### src/rtl/nba_recurrence_engine.sv
// Iterative engine for the recurrence a <- b + c, d <- a - 3, b <- d + 10.
// Every update in an iteration reads pre-iteration values; operands and results move over valid/ready handshakes.
module nba_recurrence_engine #(
    parameter int WIDTH = 32,
    parameter int ITERS = 4,
    parameter int CNT_W = 8
) (
    input  logic                    clk,
    input  logic                    rst,
    input  logic                    in_valid,
    output logic                    in_ready,
    input  logic signed [WIDTH-1:0] in_a,
    input  logic signed [WIDTH-1:0] in_b,
    input  logic signed [WIDTH-1:0] in_c,
    input  logic signed [WIDTH-1:0] in_d,
    output logic                    out_valid,
    input  logic                    out_ready,
    output logic signed [WIDTH-1:0] out_a,
    output logic signed [WIDTH-1:0] out_b,
    output logic signed [WIDTH-1:0] out_c,
    output logic signed [WIDTH-1:0] out_d,
    output logic                    busy,
    output logic [CNT_W-1:0]        iter_cnt
);

    typedef enum logic [1:0] {
        IDLE = 2'd0,
        RUN  = 2'd1,
        HOLD = 2'd2
    } state_t;

    localparam logic [CNT_W-1:0]        ITERS_C = CNT_W'(ITERS);
    localparam logic [CNT_W-1:0]        CNT_ONE = CNT_W'(1);
    localparam logic [CNT_W-1:0]        CNT_ZERO = {CNT_W{1'b0}};
    localparam logic signed [WIDTH-1:0] SUB_C   = WIDTH'(3);
    localparam logic signed [WIDTH-1:0] ADD_C   = WIDTH'(10);
    localparam logic signed [WIDTH-1:0] DATA_ZERO = {WIDTH{1'b0}};

    state_t                  state_r;
    logic signed [WIDTH-1:0] a_r;
    logic signed [WIDTH-1:0] b_r;
    logic signed [WIDTH-1:0] c_r;
    logic signed [WIDTH-1:0] d_r;
    logic [CNT_W-1:0]        cnt_r;
    logic                    in_ready_r;
    logic                    out_valid_r;
    logic                    busy_r;
    logic [CNT_W-1:0]        cnt_inc_s;
    logic                    last_iter_s;

    // Post-edge iteration count and the decision whether this RUN edge is the last one.
    always_comb begin
        cnt_inc_s   = cnt_r + CNT_ONE;
        last_iter_s = 1'b0;
        if (cnt_inc_s == ITERS_C) begin
            last_iter_s = 1'b1;
        end else begin
            last_iter_s = 1'b0;
        end
    end

    // Control FSM, datapath registers and registered handshake flags.
    always_ff @(posedge clk or posedge rst) begin
        if (rst) begin
            state_r     <= IDLE;
            a_r         <= DATA_ZERO;
            b_r         <= DATA_ZERO;
            c_r         <= DATA_ZERO;
            d_r         <= DATA_ZERO;
            cnt_r       <= CNT_ZERO;
            in_ready_r  <= 1'b1;
            out_valid_r <= 1'b0;
            busy_r      <= 1'b0;
        end else begin
            case (state_r)
                IDLE: begin
                    if (in_valid && in_ready_r) begin
                        a_r        <= in_a;
                        b_r        <= in_b;
                        c_r        <= in_c;
                        d_r        <= in_d;
                        cnt_r      <= CNT_ZERO;
                        in_ready_r <= 1'b0;
                        // A zero-iteration run presents the loaded set directly.
                        if (ITERS_C == CNT_ZERO) begin
                            state_r     <= HOLD;
                            out_valid_r <= 1'b1;
                            busy_r      <= 1'b0;
                        end else begin
                            state_r     <= RUN;
                            out_valid_r <= 1'b0;
                            busy_r      <= 1'b1;
                        end
                    end
                end
                RUN: begin
                    a_r   <= b_r + c_r;
                    d_r   <= a_r - SUB_C;
                    b_r   <= d_r + ADD_C;
                    cnt_r <= cnt_inc_s;
                    if (last_iter_s) begin
                        state_r     <= HOLD;
                        busy_r      <= 1'b0;
                        out_valid_r <= 1'b1;
                    end
                end
                HOLD: begin
                    if (out_ready) begin
                        state_r     <= IDLE;
                        out_valid_r <= 1'b0;
                        in_ready_r  <= 1'b1;
                    end
                end
                default: begin
                    state_r     <= IDLE;
                    in_ready_r  <= 1'b1;
                    out_valid_r <= 1'b0;
                    busy_r      <= 1'b0;
                end
            endcase
        end
    end

    assign in_ready  = in_ready_r;
    assign out_valid = out_valid_r;
    assign busy      = busy_r;
    assign iter_cnt  = cnt_r;
    assign out_a     = a_r;
    assign out_b     = b_r;
    assign out_c     = c_r;
    assign out_d     = d_r;

endmodule
### config.mk
export PLATFORM = sky130hd
export DESIGN_NAME = nba_recurrence_engine
export DESIGN_NICKNAME = d
export VERILOG_FILES = /design/src/rtl/nba_recurrence_engine.sv
export SDC_FILE = /design/constraint.sdc
export NUM_CORES = 1
export LEC_CHECK = 0
export ABC_CLOCK_PERIOD_IN_PS = 12700
export BUFFER_PORTS_ARGS = -buffer_cell sky130_fd_sc_hd__buf_4
export CAP_MARGIN = 20
export CORE_AREA = 2 2 160 162
export CTS_CLUSTER_DIAMETER = 60
export DETAILED_ROUTE_END_ITERATION = 6
export DIE_AREA = 0 0 162 164
export GPL_TIMING_DRIVEN = 0
export MAX_ROUTING_LAYER = met4
export PLACE_DENSITY = 0.61
export SLEW_MARGIN = 20
export SYNTH_ARGS = -nofsm -noshare
export SYNTH_HDL_FRONTEND = slang
export SYNTH_SLANG_ARGS = --single-unit
### constraint.sdc
create_clock -name clk -period 12.7 [get_ports clk]
set_clock_uncertainty 0.05 [all_clocks]
set_input_delay 0.635 -clock clk [delete_from_list [all_inputs] [get_ports clk]]
set_output_delay 0.635 -clock clk [all_outputs]
set_load 0.01 [all_outputs]
* Word-level counts from Yosys, hierarchy flattened
Cells that the tools add are included.
** Storage, ports and cells
- ROM bits :: 0
- Word-level logic and storage cells :: 51
- Input bits :: 132
- Memory bits (writable) :: 0
- Memories :: 0
- Latch bits :: 0
- Output and inout port bits :: 139
- Bits in registers :: 141
** Cells by class
- Add/sub/neg operators :: 4
- $lt $le $gt $ge :: 0
- Bitwise logic cells :: 2
- Reduce and logical (&&, ||, !) cells :: 8
- $mul :: 0
- Eq/ne operators :: 6
- Div/mod/pow operators :: 0
- Shifts and indexed selects :: 0
- Multiplexer cells :: 22
** Operator list (count)
- 32-bit case mux with 2 select lines :: 3
- 32-bit 2-to-1 mux :: 3
- 32-bit adder :: 1
- 32-bit by 5-bit adder with 32-bit output, second input constant :: 1
- 32-bit by 3-bit subtractor with 32-bit output, second input constant :: 1
- 8-bit case mux with 2 select lines :: 1
- 1-bit case mux with 3 select lines :: 3
- 3-bit AND reduction :: 3
- 8-bit by 1-bit adder with 8-bit output, second input constant :: 1
- 8-bit by 3-bit equality test with 1-bit output, second input constant :: 1
- 8-bit 2-to-1 mux :: 1
- 1-bit 2-to-1 mux :: 7
- 2-bit 2-to-1 mux :: 3
- 2-bit != test, second input constant :: 3
- 2-bit case mux with 3 select lines :: 1
- 2-bit AND reduction :: 2
- 2-bit by 1-bit equality test with 1-bit output, second input constant :: 1
- 2-bit equality test, second input constant :: 1
- 2-bit logical NOT :: 1
- 1-bit NOT :: 2
- 2-bit nonzero test :: 1
- 1-bit logical AND :: 1

* Depth between registers and ports, before layout
Gate-level depths: netlist (run 1).
- Depth after elaboration :: 5
- Mapped depth :: 10
- Mapped depth without buffers :: 10

* Worst setup path after synthesis (run 1)
No wires, ideal clock.
- Kind :: flip-flop to flip-flop
- From :: reg a_r[0] (netlist: out_a[0])
- To :: reg d_r[30] (netlist: out_d[30])
- Setup time :: 127 ps
- Data required time :: 12523 ps
- Arrival :: 2438 ps
- Path slack :: 10085 ps
- Buffers on the path :: 0
- Stages on the path, launching flop included :: 10
- Clock period less this slack :: 2615 ps
- Cell sequence :: dfrtp_1 ha_1 nor4_1 nand3_1 or3_4 nor3_4 nand2_1 nor4_1 xnor2_1 a21oi_1
** Between the ends
- Word-level cells in the longest chain between the ends :: 2
** Ends and longest elaborated chain
- start: declaration :: line 40 : logic signed [WIDTH-1:0] a_r;
- start signal: assignment :: line 78 : a_r <= in_a;
- start signal: assignment :: line 97 : a_r <= b_r + c_r;
- 32-bit by 3-bit subtractor with 32-bit output :: line 98 : d_r <= a_r - SUB_C;
- 32-bit case mux with 2 select lines :: line 75 : case (state_r)
- end signal: assignment :: line 81 : d_r <= in_d;
- end signal: assignment :: line 98
- end: declaration :: line 43 : logic signed [WIDTH-1:0] d_r;
Every way passes these cells.
A chain may end at the register's enable or synchronous reset.

* Worst setup path after layout (run 1)
- From :: reg b_r[0] (netlist: out_b[0])
- To :: reg a_r[28] (netlist: out_a[28])
** Between the ends
- Word-level cells in the longest chain between the ends :: 2
** Ends and longest elaborated chain
- start: declaration :: line 41 : logic signed [WIDTH-1:0] b_r;
- start signal: assignment :: line 79 : b_r <= in_b;
- start signal: assignment :: line 99 : b_r <= d_r + ADD_C;
- 32-bit adder :: line 97
- 32-bit case mux with 2 select lines :: line 75
Every way passes these cells.

==> results of run 1 <==
[cells in the final DEF, fill, tap and decap left out, types with 5 or more instances in the layout]
| cell type | n |
|---|---|
| clkbuf_16 | 17 |
| ha_1 | 35 |
| mux2i_1 | 27 |
| nand2_1 | 77 |
| mux2_2 | 36 |
| a211oi_1 | 14 |
| nor2b_1 | 12 |
| o21a_1 | 5 |
| xor2_1 | 36 |
| clkbuf_1 | 34 |
| inv_1 | 9 |
| dfrtp_1 | 139 |
| a31oi_1 | 8 |
| a22oi_1 | 47 |
| nand3_1 | 13 |
| a21o_1 | 8 |
| and3_1 | 12 |
| xnor2_1 | 43 |
| a21oi_1 | 59 |
| nand4_1 | 14 |
| a221o_1 | 10 |
| o21ai_0 | 111 |
| nor4_1 | 6 |
| buf_4 | 270 |
| nor3_1 | 14 |
| nor2_1 | 56 |
[power breakdown]
group	leakage (nW)	total, mW	internal (mW)	switching (mW)
Combinational	3.55	0.0446	0.0267	0.0179
Clock	0.286	0.532	0.315	0.216
Sequential	1.53	0.446	0.446	0
Total	5.37	1.02	0.788	0.234
[layout make-up]
class | count | area (um^2) | share of cell area (%)
clock buffer | 19 | 443 | 3.79
tap | 330 | 413 | 3.54
antenna | 1 | 2.50 | 0.0214
multi-input combinational | 707 | 4840 | 41.5
clock inverter | 13 | 165 | 1.41
inverter | 10 | 45.0 | 0.386
sequential | 140 | 3500 | 30.0
buffer | 43 | 204 | 1.75
timing repair buffer | 271 | 2050 | 17.6
[state kept, by name (all words and copies together), names as in the netlist]
| signal | count |
|---|---|
| state_r | 2 |
| busy | 1 |
| out_b | 32 |
| out_d | 32 |
| out_c | 32 |
| iter_cnt | 8 |
| in_ready | 1 |
| out_a | 32 |
[synth_stat cells, types with 3 or more instances]
cell type and n:
a21o_1 8, o21a_1 5, o21ai_0 111, xnor2_1 43
or4_1 4, inv_1 10, and3_1 12, nor2b_1 12
nor4_1 6, nand2b_1 4, mux2_2 36, clkbuf_1 33
a21oi_1 59, a22oi_1 47, o21bai_1 3, and4_1 3
mux2i_1 27, or3_4 3, a31oi_1 8, and2_1 4
or2_2 3, nor3_1 15, nor2_1 56, xor2_1 36
o31ai_1 4, nand2_1 77, ha_1 35, nand4_1 14
clkbuf_8 3, a211oi_1 14, dfrtp_1 139, or3_1 3
buf_2 4, nand3_1 13, a221o_1 10
[per-layer routing]
| metal | vias up | global-route usage, % | share of wire (%) |
|---|---|---|---|
| met5 | - | - | 0 |
| met4 | 0 | 8.05 | 2.5 |
| met3 | 42 | 5.05 | 6.4 |
| met2 | 340 | 41.9 | 48 |
| met1 | 4088 | 33.5 | 43 |
| li1 | 3909 | - | - |
[how the worst min path moves through the flow]
stage | end | cells past startpoint | startpoint
finish | out_d[0] | 2 | rst
floorplan | busy | 1 | state_r[0]
CTS | out_d[0] | 2 | rst
detailed placement | iter_cnt[7] | 1 | iter_cnt[7]
global placement | busy | 2 | busy
global route | out_d[0] | 2 | rst
[cell families after synthesis]
kind of cell	share of synthesized area, %
compound gates	21.0
xor+xnor	8.06
fa+ha+maj	5.33
buf+inv	2.81
flops	40.8
mux	7.87
simple gates	14.2
==> results.sh, run 1 <==
export IMPL_dieHeight_um=164
export IMPL_final_cells=1534
export IMPL_slew_viol_final=0
export IMPL_clock_latency_ps=430
export IMPL_wl_um=33900
export IMPL_path_max_fanout=4
export IMPL_hold_path_class="input pin to async pin"
export IMPL_grt_pass1_wl_um=50200
export IMPL_row_count=58
export IMPL_fin_crit_sh_pct=27.0
export IMPL_p_leak_nw=5.37
export IMPL_crit_arrival_ps=3730
export IMPL_vias=8379
export IMPL_dp_cells=1501
export IMPL_port_buffers=270
export IMPL_synth_top_area_cell="dfrtp_1"
export IMPL_grt_setup_unrepaired="false"
export IMPL_cts_buffer_depth=2
export IMPL_rrSetupSlack_ps=9270
export IMPL_hpwl_um=26100
export IMPL_synthArstFlopShare_pct=100
export IMPL_synth_cell_type_count=62
export IMPL_die_area_um2=26600
export IMPL_fmax_mhz=292
export IMPL_reg2reg_depth=10
export IMPL_antenna_found_initial=1
export IMPL_initial_core_util_pct=34.6
export IMPL_clock_sinks=140
export IMPL_grt_usage_pct=26.1
export IMPL_power_density_nw_per_um2=87.5
export IMPL_post_cts_buffers=0
export IMPL_place_congestion=0.956
export IMPL_finalWorstSetupSlack_ps=9270
export IMPL_crit_slowest_cell="a21boi_0"
export IMPL_slew_headroom_pct=36.6
export IMPL_worst_pin_slew_ps=939
export IMPL_synth_nets=1068
export IMPL_end_kind="flip-flop"
export IMPL_post_dp_cell_area_um2=11100
export IMPL_syn_to_final_growth_pct=36.0
export IMPL_final_area_um2=11700
export IMPL_crit_chain="ha_1 -> fa_1 -> a21oi_1 -> o211ai_1 -> a21boi_0 -> o21ai_0 -> nor2_1 -> o41ai_1 -> xnor2_1 -> a21oi_1"
export IMPL_synth_warnings=0
export IMPL_cpMostUsedCell="a21oi_1"
export IMPL_die_x_um=162
export IMPL_wire_per_inst_um=22.1
export IMPL_htreeDepth=4
export IMPL_grt_max_degree=73
export IMPL_cp_required_ps=13010
export IMPL_utilization_pct=47.0
export IMPL_synth_cells=900
export IMPL_grt_overflow_total=0
export IMPL_yosys_area_top_type_share_pct=40.5
export IMPL_crit_cells=10
export IMPL_core_um2=24800
export IMPL_path_class="flip-flop to flip-flop"
export IMPL_antenna_left=0
export IMPL_yosysSeqAreaShare_pct=40.8
export IMPL_dr_pass1_iters=5
export IMPL_r2r_end="out_a[28]"
export IMPL_holdWs_ps=189
export IMPL_ir_drop_v=0.0000680
export IMPL_fin_nets=1358
export IMPL_r2r_start="out_b[0]"
export IMPL_syn_area_per_cell_um2=9.54
export IMPL_path_clk_slew_ps=70
export IMPL_hold_viol=0
export IMPL_synthTopCellsByArea="dfrtp_1 41%, o21ai_0 6.5%, ha_1 5.1%, mux2_2 4.7%, xnor2_1 4.4%"
export IMPL_max_cap_viol_count=0
export IMPL_status="completed"
export IMPL_power_total_mw=1.02
export IMPL_crit_end="out_a[28]"
export IMPL_drive_gt1_share_pct=30.5
export IMPL_path_buf_inv=0
export IMPL_drc=0
export IMPL_synth_edf_count=0
export IMPL_fillers=2469
export IMPL_cp_startpoint="out_b[0]"
export IMPL_cpPeakStageDelay_ps=630
export IMPL_syn_area_um2=8590
export IMPL_ctsResizeCount=0
export IMPL_cts_hold_buf=0
export IMPL_place_ws_ps=9320
export IMPL_grt_pass1_vias=8214
export IMPL_viasPerCell=5.46
export IMPL_setup_tns_ps=0
export IMPL_synth_main_ff_cell="dfrtp_1"
export IMPL_setup_viol=0
export IMPL_cts_made_buffers=17
export IMPL_ioPinCount=271
export IMPL_drtIter0Drc=654
export IMPL_cts_root_buf="clkbuf_16"
export IMPL_cts_tree="yes"
export IMPL_fin_crit_ps=3430
export IMPL_startpoint_type="flip-flop"
export IMPL_cp_top_family="compound AO/OA/AOI/OAI gates"
export IMPL_synth_seq_cells=140
No activity file was read; power rests on OpenSTA's default activity.
==> run 2: changes to the inputs <==
ABC_CLOCK_PERIOD_IN_PS = 3000   (was 12700)
PLACE_DENSITY = 0.63   (was 0.61)
clock period = 3 ns   (was 12.7 ns; I/O delays follow)
==> run 2 against run 1 <==
The flow now finishes with violations (negative hold slack). Sequential power grew to 4.2 times the previous value. Highest routed layer unchanged. Non-clock buffer count is 123 higher. Via count increased by 7.2%. Combinational power rose to 7.4 times the previous value. Critical path depth down 5. Largest cell class unchanged. Critical endpoint is now out_c[19]. Sequential share of layout area decreased by 3.0 points.
==> results.sh, run 2 (same netlist as run 1, synthesis figures left out) <==
export IMPL_antenna_left=0
export IMPL_initial_core_util_pct=34.6
export IMPL_drc=0
export IMPL_viasPerCell=5.43
export IMPL_r2r_end="out_c[19]"
export IMPL_crit_slowest_cell="nor3_2"
export IMPL_worst_pin_slew_ps=832
export IMPL_fin_nets=1481
export IMPL_end_kind="flip-flop"
export IMPL_dieHeight_um=164
export IMPL_violations="negative hold slack"
export IMPL_final_common_cell="buf_4"
export IMPL_fin_crit_ps=2900
export IMPL_cp_top_family="buffers and inverters"
export IMPL_seq_area_um2=3500
export IMPL_clock_sinks=140
export IMPL_slew_headroom_pct=44.6
export IMPL_final_cells=1655
export IMPL_crit_chain="nand2_1 -> nor3_2 -> clkbuf_2 -> buf_1 -> mux2_2"
export IMPL_slew_viol_final=0
export IMPL_multi_input_area_um2=4930
export IMPL_cpPeakStageDelay_ps=610
export IMPL_grt_pass1_wl_um=53400
export IMPL_path_class="flip-flop to flip-flop"
export IMPL_holdWs_ps=-1.52
export IMPL_fillers=2299
export IMPL_fin_crit_sh_pct=96.6
export IMPL_grt_setup_unrepaired="false"
export IMPL_clock_latency_ps=430
export IMPL_setup_viol=0
export IMPL_crit_arrival_ps=3150
export IMPL_cts_tree="yes"
export IMPL_die_area_um2=26600
export IMPL_die_x_um=162
export IMPL_cp_startpoint="in_ready"
export IMPL_port_buffers=270
export IMPL_post_cts_buffers=0
export IMPL_min_delay_start="in_a[22]"
export IMPL_final_cell_mix="270 x buf_4, 139 x dfrtp_1, 121 x dlygate4sd3_1, 110 x o21ai_0, 77 x nand2_1"
export IMPL_power_density_nw_per_um2=326
export IMPL_r2r_start="in_ready"
export IMPL_cts_made_buffers=17
export IMPL_row_count=58
export IMPL_fmax_mhz=345
export IMPL_diodes=0
export IMPL_status="complete, but fails checks"
export IMPL_p_leak_nw=5.88
export IMPL_hpwl_um=26400
export IMPL_grt_overflow_total=0
export IMPL_path_buf_inv=2
export IMPL_vias=8981
export IMPL_cp_required_ps=3260
export IMPL_utilization_pct=52.2
export IMPL_antenna_found_initial=0
export IMPL_ir_drop_v=0.000294
export IMPL_path_max_fanout=10
export IMPL_cts_buffer_depth=2
export IMPL_wl_um=35400
export IMPL_drtIter0Drc=662
export IMPL_hold_viol=1
export IMPL_reg2reg_depth=5
export IMPL_crit_end="out_c[19]"
export IMPL_max_cap_viol_count=0
export IMPL_crit_cells=5
export IMPL_wire_per_inst_um=21.4
export IMPL_grt_max_degree=33
export IMPL_drive_gt1_share_pct=29.0
export IMPL_grt_pass1_vias=9040
export IMPL_syn_to_final_growth_pct=50.8
export IMPL_dp_cells=1504
export IMPL_core_um2=24800
export IMPL_place_congestion=0.932
export IMPL_rrSetupSlack_ps=100
export IMPL_grt_usage_pct=27.4
export IMPL_dr_pass1_iters=5
export IMPL_ioPinCount=271
export IMPL_htreeDepth=4
export IMPL_startpoint_type="flip-flop"
export IMPL_path_clk_slew_ps=60
export IMPL_cts_root_buf="clkbuf_16"
export IMPL_hold_path_class="input pin to flip-flop"
## run 2: changes by cell type in the layout (fill, tap and decap cells not counted), moves of 3 or more
cell           delta
a21oi_1           -3
buf_12            +4
bufinv_16         -3
clkinvlp_4        +4
dlygate4sd3_1   +121
## run 2: area by class of cell
type                            count  area share, %
Inverter                           10          0.319
Tap cell                          330           3.19
Timing Repair Buffer              395           25.6
Buffer                             42           1.57
Multi-Input combinational cell    707           38.1
Sequential cell                   140           27.1
Clock inverter                      9          0.512
Clock buffer                       22           3.66
## run 2: where the power goes
part / total [mW] / internal, mW / switching (mW)
Combinational: 0.331 / 0.222 / 0.109
Clock: 2.01 / 1.12 / 0.889
Sequential: 1.89 / 1.89 / 0
## run 2: worst min-delay path by stage
stage | end | cells after the start | slack [ps]
after floorplan | out_b[31] | 2 | 220
after CTS | out_a[22] | 3 | 0.2
after detailed placement | iter_cnt[4] | 2 | 180
after global placement | out_b[31] | 3 | 320
after global routing | out_a[22] | 3 | 40
final | out_a[22] | 3 | -2
## run 2: timing repair
action,in CTS,in global routing
gates resized for setup,7,16
setup endpoints to repair,38,25
hold buffers,121,0
endpoints found under the hold margin,139,0
## run 2: stage by stage
stage               TNS [ps]  total power, mW  setup WS, ps  area [um^2]
global route               0             4.35          1.41        13000
floorplan                  0             1.95           385         8590
finish                     0             4.23           103        13000
detailed placement     -3970             2.12          -295        11100
global placement      -39710             2.11          -552        11000
CTS                        0             4.24          2.71        12900
## run 2: worst min-delay path, cell delays in order
cell     delay, ps
buf_4           80
mux2i_1         70
o21ai_0        140
## run 2: routing by layer
metal / GRT usage [%] / part of all wire (%) / vias to the layer above
met5: - / 0 / -
met3: 3.69 / 5.7 / 49
met2: 45.2 / 49 / 366
met4: 8.61 / 2.2 / 0
li1: - / - / 4156
met1: 35.1 / 43 / 4410
